[config.mk]
export PLATFORM = sky130hd
export DESIGN_NAME = frame_serializer_60bit
export DESIGN_NICKNAME = d
export VERILOG_FILES = /design/src/rtl/frame_serializer_60bit_pkg.sv /design/src/rtl/frame_serializer_60bit.sv
export SDC_FILE = /design/constraint.sdc
export NUM_CORES = 1
export LEC_CHECK = 0
export CAP_MARGIN = 15
export CORE_MARGIN = 8
export CORE_UTILIZATION = 25
export CTS_CLUSTER_SIZE = 10
export DETAILED_ROUTE_END_ITERATION = 10
export DONT_BUFFER_PORTS = 1
export PLACE_DENSITY = 0.36
export SLEW_MARGIN = 0
export SYNTH_ARGS = -nofsm -noshare
export SYNTH_HDL_FRONTEND = slang
export SYNTH_SLANG_ARGS = --single-unit
export TNS_END_PERCENT = 50
[constraint.sdc]
create_clock -name clk -period 7.52 [get_ports clk]
set_input_delay 1.128 -clock clk [delete_from_list [all_inputs] [get_ports clk]]
set_output_delay 1.128 -clock clk [all_outputs]
set_load 0.005 [all_outputs]
[src/rtl/frame_serializer_60bit_pkg.sv]
// Shared frame geometry and serializer state encoding, common to the
// interleaver, deinterleaver and frame serializer.
package frame_serializer_60bit_pkg;

  localparam int FRAME_W = 60;
  localparam int ROWS    = 4;
  localparam int COLS    = 15;

  // EMPTY: shift register empty; SHIFT: shift register full; SHIFT_HOLD: both full
  typedef enum logic [1:0] {
    ST_EMPTY      = 2'd0,
    ST_SHIFT      = 2'd1,
    ST_SHIFT_HOLD = 2'd2
  } ser_state_e;

endpackage

[src/rtl/frame_serializer_60bit.sv]
// Serializes 60-bit interleaved frames into LANE_W-bit beats, LSB beat first,
// with a holding register so consecutive frames stream without bubbles.
module frame_serializer_60bit
  import frame_serializer_60bit_pkg::*;
#(
  parameter int LANE_W = 4
) (
  input  logic               clk,
  input  logic               rst,
  input  logic [FRAME_W-1:0] in_data,
  input  logic               in_valid,
  output logic               in_ready,
  output logic [LANE_W-1:0]  out_data,
  output logic               out_valid,
  input  logic               out_ready,
  output logic               out_sof,
  output logic               out_eof,
  output logic [15:0]        frame_cnt
);

  localparam int         BEATS     = FRAME_W / LANE_W;
  localparam logic [5:0] LAST_BEAT = 6'(BEATS - 1);

  ser_state_e         state_q, state_d;
  logic [FRAME_W-1:0] sr_q, sr_d;
  logic [FRAME_W-1:0] hr_q, hr_d;
  logic [FRAME_W-1:0] sr_shifted;
  logic [5:0]         beat_q, beat_d;
  logic [15:0]        frame_cnt_q, frame_cnt_d;
  logic               sr_full, hr_full;
  logic               in_xfer, beat_xfer, last_xfer;

  // A single-beat frame leaves nothing behind after the shift.
  generate
    if (LANE_W == FRAME_W) begin : g_single_beat
      assign sr_shifted = '0;
    end else begin : g_multi_beat
      assign sr_shifted = {{LANE_W{1'b0}}, sr_q[FRAME_W-1:LANE_W]};
    end
  endgenerate

  always_ff @(posedge clk or posedge rst) begin
    if (rst) begin
      state_q     <= ST_EMPTY;
      sr_q        <= '0;
      hr_q        <= '0;
      beat_q      <= '0;
      frame_cnt_q <= '0;
    end else begin
      state_q     <= state_d;
      sr_q        <= sr_d;
      hr_q        <= hr_d;
      beat_q      <= beat_d;
      frame_cnt_q <= frame_cnt_d;
    end
  end

  always_comb begin
    state_d     = state_q;
    sr_d        = sr_q;
    hr_d        = hr_q;
    beat_d      = beat_q;
    frame_cnt_d = frame_cnt_q;
    in_xfer     = in_valid && in_ready;
    beat_xfer   = out_valid && out_ready;
    last_xfer   = beat_xfer && (beat_q == LAST_BEAT);
    if (last_xfer) begin
      frame_cnt_d = frame_cnt_q + 16'd1;
    end
    case (state_q)
      ST_EMPTY: begin
        if (in_xfer) begin
          sr_d    = in_data;
          beat_d  = '0;
          state_d = ST_SHIFT;
        end
      end
      ST_SHIFT: begin
        if (last_xfer) begin
          beat_d = '0;
          if (in_xfer) begin
            sr_d = in_data;
          end else begin
            sr_d    = '0;
            state_d = ST_EMPTY;
          end
        end else begin
          if (beat_xfer) begin
            sr_d   = sr_shifted;
            beat_d = beat_q + 6'd1;
          end
          if (in_xfer) begin
            hr_d    = in_data;
            state_d = ST_SHIFT_HOLD;
          end
        end
      end
      ST_SHIFT_HOLD: begin
        if (last_xfer) begin
          sr_d    = hr_q;
          hr_d    = '0;
          beat_d  = '0;
          state_d = ST_SHIFT;
        end else if (beat_xfer) begin
          sr_d   = sr_shifted;
          beat_d = beat_q + 6'd1;
        end
      end
      default: begin
        state_d = ST_EMPTY;
      end
    endcase
  end

  // The full flags are the state encoding; in_ready is held low while reset is asserted.
  always_comb begin
    sr_full   = (state_q != ST_EMPTY);
    hr_full   = (state_q == ST_SHIFT_HOLD);
    in_ready  = !hr_full && !rst;
    out_valid = sr_full;
    out_data  = sr_q[LANE_W-1:0];
    out_sof   = sr_full && (beat_q == 6'd0);
    out_eof   = sr_full && (beat_q == LAST_BEAT);
    frame_cnt = frame_cnt_q;
  end

endmodule
Word level (Yosys, flattened, before mapping). Cells that the tools add are included.

Bits in registers: 144. Output and inout port bits: 24.

$add $sub $neg: 2. Equality and inequality tests: 10. Mux-type cells: 19. Reduce and logical (&&, ||, !) cells: 19.

Operators with widths (number): 2-to-1 mux 60 bit (7); case mux 60 bit (3 select lines) (1); case mux 60 bit (2 select lines) (1); 2-to-1 mux 6 bit (3); adder 16 x 1 -> 16 bit (second input constant) (1); case mux 6 bit (2 select lines) (1); 2-to-1 mux 2 bit (5); AND reduction 4 bit (2); adder 6 x 1 -> 6 bit (second input constant) (1); == test 6 x 4 -> 1 bit (second input constant) (1); logical AND 1 bit (6); logical NOT 6 bit (1); != test 2 bit (second input constant) (3); != test 3 bit (second input constant) (2); case mux 2 bit (3 select lines) (1); nonzero test 2 bit (3); != test 3 x 1 -> 1 bit (second input constant) (1); AND reduction 3 bit (1); nonzero test 3 bit (1); == test 2 x 1 -> 1 bit (second input constant) (1); == test 2 bit (second input constant) (1); logical NOT 1 bit (2); logical NOT 2 bit (1); != test 2 x 1 -> 1 bit (second input constant) (1); other kinds (2) (2).

Logic depth before layout (Yosys ltp). Gate-level depths: netlist (run 1).

Word-level depth: 7. Gate-level depth with buffers: 9.

Least setup slack after synthesis (run 1). OpenSTA, ideal clock, no wires.

Path type: input to register. Start point: input port rst. End point: register sr_q[4]. Setup time: 0.126 ns. Data arrival time: 2.376 ns. Required time: 7.394 ns. Path slack: 5.018 ns. Stages on the path: 6. Path buffers: 2. Cells stage by stage: nor3b_1 -> o221ai_1 -> clkbuf_1 -> clkbuf_1 -> and2_1 -> a221o_1.

Word-level cells in the longest chain between the ends: 6. Elaborated cells on any way between the ends: 8.

Ends and longest elaborated chain: start, declared (RTL line frame_serializer_60bit.sv:9) `input logic rst,`; logical NOT 1 bit * (RTL line frame_serializer_60bit.sv:119) `in_ready = !hr_full && !rst;`; logical AND 1 bit * (RTL line frame_serializer_60bit.sv:119); logical AND 1 bit * (RTL line frame_serializer_60bit.sv:64) `in_xfer = in_valid && in_ready;`; 2-to-1 mux 60 bit (RTL line frame_serializer_60bit.sv:81) `if (in_xfer) begin`; 2-to-1 mux 60 bit (RTL line frame_serializer_60bit.sv:79) `if (last_xfer) begin`; case mux 60 bit (3 select lines) (RTL line frame_serializer_60bit.sv:70) `case (state_q)`; end signal, assigned (RTL line frame_serializer_60bit.sv:51) `sr_q <= sr_d;`; end, declared (RTL line frame_serializer_60bit.sv:25) `logic [FRAME_W-1:0] sr_q, sr_d;`.

Mark *: on every way between the ends. The rest lies on a longest branch, timed or not. A chain may end at the register's enable or synchronous reset.

Worst setup path after layout (run 1).
Start point: register beat_q[5]. End point: register hr_q[26].

Word-level cells in the longest chain between the ends: 4. Elaborated cells on any way between the ends: 5.

Ends and longest elaborated chain: start, declared (RTL line frame_serializer_60bit.sv:28) `logic [5:0] beat_q, beat_d;`; start signal, assigned (RTL line frame_serializer_60bit.sv:53) `beat_q <= beat_d;`; == test 6 x 4 -> 1 bit * (RTL line frame_serializer_60bit.sv:66) `last_xfer = beat_xfer && (beat_q == LAST_BEAT);`; logical AND 1 bit * (RTL line frame_serializer_60bit.sv:66); != test 2 bit (no source line) / != test 2 x 1 -> 1 bit (equally long branches); AND reduction 4 bit (no source line) *; end signal, assigned (RTL line frame_serializer_60bit.sv:52) `hr_q <= hr_d;`; end, declared (RTL line frame_serializer_60bit.sv:26) `logic [FRAME_W-1:0] hr_q, hr_d;`.

Marked as above.

==> flow_summary.toml, run 1 <==
[sta]
slew_headroom_pct = 23.7
worstMarginPinSlew_ns = 1.14
clock_skew_ns = 0.0125
tns_ns = 0
final.period_utilization_pct = 49.6
hold_viol = 0
rsz0062_at_grt = "no"
min_period_ns = 3.73
timing.final.ws_setup_ns = 3.79
final-setup-viol-count = 0
fmax_ghz = 0.268
maxSlewViolCount = 0

[floorplan]
initial_utilization_pct = 25.2
die-area_um2 = 35400
rows = 63
die_y_um = 188
ios = 88
die_w_um = 188
core_um2 = 29400

[logic_synthesis]
ys_seq_area_share_pct = 48.7
ys_seq_elements = 144
netlist_instances = 734
synthDistinctLibCells = 54
syn_nets = 806
syn_area_per_cell_um2 = 10.1
synthesis.area_um2 = 7400
async_flop_share_pct = 100
ys_top_cells_by_count = "144 x dfrtp_1, 84 x a22o_1, 70 x nand2_1, 50 x o21ai_0, 49 x a221o_1"
yosysWarnings = 0
synthFlopType = "dfrtp_1"
synth_area_leaders = "dfrtp_1 49%, a22o_1 9.9%, a221o_1 6.6%"
synth.most_common_cell = "dfrtp_1"
synth_top_area_share_pct = 48.7
yosys.area.top_type = "dfrtp_1"
synth_edf_count = 0

[flow_run]
cap_viol_max_count = 0

[routing]
wl_per_cell_um = 22.5
vias = 6015
drt_iter0_drc = 574
drt_first_pass_iters = 5
final_antenna_net_count = 0
drt_wl_total_mm = 24.5
drcViolationCount = 0
viasPerCell = 5.52

[place]
placedCellCount = 1058
detailed_place_hpwl_mm = 13.7
gp_congestion = 0.769
port-buffer-count = 0
place_ws_ns = 3.80

[final_layout]
final_core_util_pct = 28.2
drive_above_1_share_pct = 8.57
diodes = 0
n_fill_cell = 3026
nets = 759
layoutNonFillerInstCount = 1090
syn2layout_area_growth_pct = 12.0

[min_path]
min_path_type = "reg2reg"

[clock_network]
hold_buffers = 0
post_cts_buffers = 0
cts_tree = "done"
clk_pin_slew_ns = 0.06
clk_path_buf_depth = 2
clkLatencyLatePin_ns = 0.43
root_buffer = "clkbuf_16"
ctsResizeCount = 0
clock_sinks = 144
cts_buffers = 17
cts-htree-levels = 4

[setup_path]
slowest_delay_ns = 1.05
critPathArrivalTime_ns = 4.03
worstSetupPathType = "reg2reg"
startpoint_type = "flip-flop"
endpoint_kind = "flip-flop"
worstPathMaxFanout = 39
worstPathCellList = "nand4bb_1 -> nor3_4 -> a31oi_4 -> buf_4 -> a22o_1"
cp_data_required_time_ns = 7.83
cpMaxStageDelayCell = "nor3_4"

[grt]
track_usage_pct = 13.8
antenna_found_initial = 2
grt_pass1_wl_mm = 38.4
grt_pass1_vias = 6180
grt_max_degree = 90
overflow = 0

[power_and_ir_drop]
powerDensity_nw_per_um2 = 421
p_total_uw = 3490
vdd_drop_max_uv = 167
leakage_uw = 0.00350

[run_status]
status = "completed"
flip-flops by register name, indices dropped and copies added, names as in the netlist:
register	count
beat_q	6
state_q	2
sr_q	60
hr_q	60
frame_cnt	16
area by class of cell:
cell class                      instances  area [µm²]  share of cell area, %
Sequential cell                       144        3600                   43.4
Clock inverter                         15         205                   2.47
Tap cell                              390         488                   5.88
Inverter                               15        61.3                  0.739
Clock buffer                           17         425                   5.13
Multi-Input combinational cell        498        3430                   41.4
Timing Repair Buffer                   11        82.6                  0.995
path summary, 6_finish.rpt:
check                      slack [ns]  cells past startpoint      endpoint       from
max reg2reg                      3.79                      5      hr_q[26]  beat_q[5]
min in group asynchronous        0.72                      1  frame_cnt[2]        rst
max                              3.79                      5      hr_q[26]  beat_q[5]
min reg2reg                      0.50                      1       hr_q[8]    hr_q[8]
min                              0.50                      1       hr_q[8]    hr_q[8]
max in group asynchronous        5.46                      2      sr_q[27]        rst
metal layers:
layer  vias up  track usage (%)  wire length, µm
li1       2676                -                -
met1      3104             17.6            10900
met2       205             21.3            11100
met3        26             5.39             2180
met4         4             3.70              256
met5         -                0               32
cell families after synthesis:
kind of cell	Yosys count	synth area share [%]
adders and majority gates	8	1.35
AOI/OAI and AO/OA	235	25.2
and+or+nand+nor	239	17.4
xor gates and xnor gates	15	1.77
muxes	1	0.135
buffers and inverters	92	5.51
DFF	144	48.7
cell usage in the layout (no fill, tap or decap), drive strengths merged, types with 3 or more instances in the layout:
cell / netlist / routed
buf: 31 / 11
xnor2: 7 / 7
nand4: 47 / 47
a221oi: 12 / 12
nor2: 31 / 31
clkinv: 0 / 3
inv: 15 / 20
o21ai: 50 / 50
a21oi: 14 / 14
clkbuf: 46 / 17
nor3: 10 / 10
clkinvlp: 0 / 3
a221o: 49 / 49
a22o: 84 / 84
and3: 5 / 5
dfrtp: 144 / 144
nand2: 70 / 70
o211ai: 14 / 14
ha: 8 / 8
xor2: 8 / 8
bufinv: 0 / 4
nand3: 11 / 11
and2: 48 / 48
worst max-delay path: cells and delay by family (launching register included):
kind / cells / cell delay (ns)
compound gates: 2 / 0.70
flops: 1 / 0.42
buf+inv: 1 / 0.48
simple gates: 2 / 1.99
through the flow:
step                      cell area (µm²)  hold slack [ns]
after global routing                 8300            0.510
final                                8300            0.498
after floorplan                      7400            0.465
after global placement               7670            0.482
after CTS                            8300            0.503
after detailed placement             7670            0.481
where the power goes:
| part | internal [µW] | switching (µW) |
|---|---|---|
| Clock | 560 | 369 |
| Combinational | 533 | 750 |
| Sequential | 1090 | 187 |
| Total | 2180 | 1310 |
Power figures use the tool's default switching activity.
==> run 2: changes to the inputs <==
PLACE_DENSITY = 0.38   (was 0.36)
clock period = 3.17 ns   (was 7.52 ns; I/O delays follow)
==> run 2 against run 1 <==
Net effect: combinational power grew 150%; highest routed layer unchanged; critical path depth is the same; die area is the same; clock skew shrank 0.00089 ns; global-route usage shrank 0.055 points; routed wire length shrank 0.61%; clock-buffer cell count grew 1; first-iteration DRC count shrank 15%; worst hold slack lost 0.40 ns; via count shrank 1.2%; largest power group is now combinational logic.
==> flow_summary.toml, run 2 (synthesized netlist as in run 1, its figures left out) <==
[clock_network]
ctsResizeCount = 0
clk_pin_slew_ns = 0.06
cts-htree-levels = 4
clkLatencyLatePin_ns = 0.42
hold_buffers = 0
clock_sinks = 144
post_cts_buffers = 0
clk_path_buf_depth = 2
cts_buffers = 17
cts_tree = "done"
root_buffer = "clkbuf_16"

[routing]
final_antenna_net_count = 0
wl_per_cell_um = 22.0
drt_wl_total_mm = 24.3
drt_iter0_drc = 486
vias = 5945
drcViolationCount = 0
viasPerCell = 5.38
drt_first_pass_iters = 5

[final_layout]
n_fill_cell = 3054
nets = 773
final_cell_mix = "144 x dfrtp_1, 84 x a22o_1, 70 x nand2_1"
syn2layout_area_growth_pct = 13.7
drive_above_1_share_pct = 10.4
final_area_um2 = 8420
final_common_cell = "dfrtp_1"
final_core_util_pct = 28.6

[sta]
tns_ns = 0
timing.final.ws_setup_ns = 0.415
fmax_ghz = 0.363
slew_headroom_pct = 39.4
min_period_ns = 2.75
worstMarginPinSlew_ns = 0.908
clock_skew_ns = 0.0116
maxSlewViolCount = 0
hold_viol = 0
final.period_utilization_pct = 86.9
final-setup-viol-count = 0
rsz0062_at_grt = "no"

[grt]
grt_pass1_vias = 6306
grtUsageMet1_pct = 17.7
overflow = 0
grt_pass1_wl_mm = 38.4
use_met3_pct = 4.53
grt_max_degree = 62
track_usage_pct = 13.7
met2_usage_pct = 21.0
grt.busiest_layer = "met2"
antenna_found_initial = 1

[setup_path]
startpoint_type = "flip-flop"
cp_data_required_time_ns = 2.69
r2r_slack_ns = 0.70
worstPathMaxFanout = 38
worstSetupPathType = "reg2out"
critPathArrivalTime_ns = 2.28
endpoint_kind = "output pin"
reg2reg_depth = 7

[floorplan]
core_um2 = 29400
ios = 88
die-area_um2 = 35400
rows = 63
die_w_um = 188
die_y_um = 188
initial_utilization_pct = 25.2

[power_and_ir_drop]
leakage_uw = 0.00357
powerDensity_nw_per_um2 = 974
vdd_drop_max_uv = 397

[place]
port-buffer-count = 0
place_ws_ns = 0.707
gp_congestion = 0.775
placed_cell_area_um2 = 7850
detailed_place_hpwl_mm = 14.7

[flow_run]
cap_viol_max_count = 0

[run_status]
status = "completed"

[min_path]
min_path_type = "in2async"
run 2: area by class of cell:
| cell class | instances | area (µm²) | share of cell area (%) |
|---|---|---|---|
| antenna | 1 | 2.50 | 0.0297 |
| clock buffer | 18 | 439 | 5.22 |
| clock inverter | 14 | 130 | 1.55 |
| inverter | 15 | 60.1 | 0.714 |
| multi-input combinational | 498 | 3430 | 40.8 |
| sequential | 144 | 3600 | 42.8 |
| tap | 390 | 488 | 5.80 |
| timing repair buffer | 25 | 263 | 3.12 |
run 2: power breakdown:
part | internal (µW) | total [µW] | leakage, µW | switching, µW
Sequential | 2590 | 3030 | 0.00181 | 444
Combinational | 1400 | 3190 | 0.00148 | 1800
Clock | 1110 | 1970 | 0.000277 | 861
run 2: stage by stage:
step                      hold WS, ns  power [µW]  instances
after floorplan                 0.465        5300        734
after global placement          0.481        6230       1072
after global routing            0.145        8760       1104
final                          0.0996        8200       1105
after CTS                       0.113        8310       1104
after detailed placement        0.481        6270       1072
run 2: worst paths after layout:
check | from | end
min | rst | beat_q[4]
max reg2reg | state_q[0] | hr_q[52]
max in group asynchronous | rst | sr_q[22]
min reg2reg | hr_q[37] | hr_q[37]
min in group clk | in_data[39] | hr_q[39]
max | state_q[0] | in_ready
run 2: per-layer routing:
| metal | wire length, µm | part of all wire (%) |
|---|---|---|
| met5 | 12 | 0.049 |
| met3 | 1700 | 7.0 |
| met4 | 422 | 1.7 |
| met1 | 11100 | 46 |
| met2 | 11100 | 45 |
run 2: worst max-delay path: stages (launching register included):
cell and delay [ns]:
dfrtp_1 0.42, inv_1 0.11, ha_2 0.38, buf_4 0.28, buf_4 0.47, nor2_1 0.15
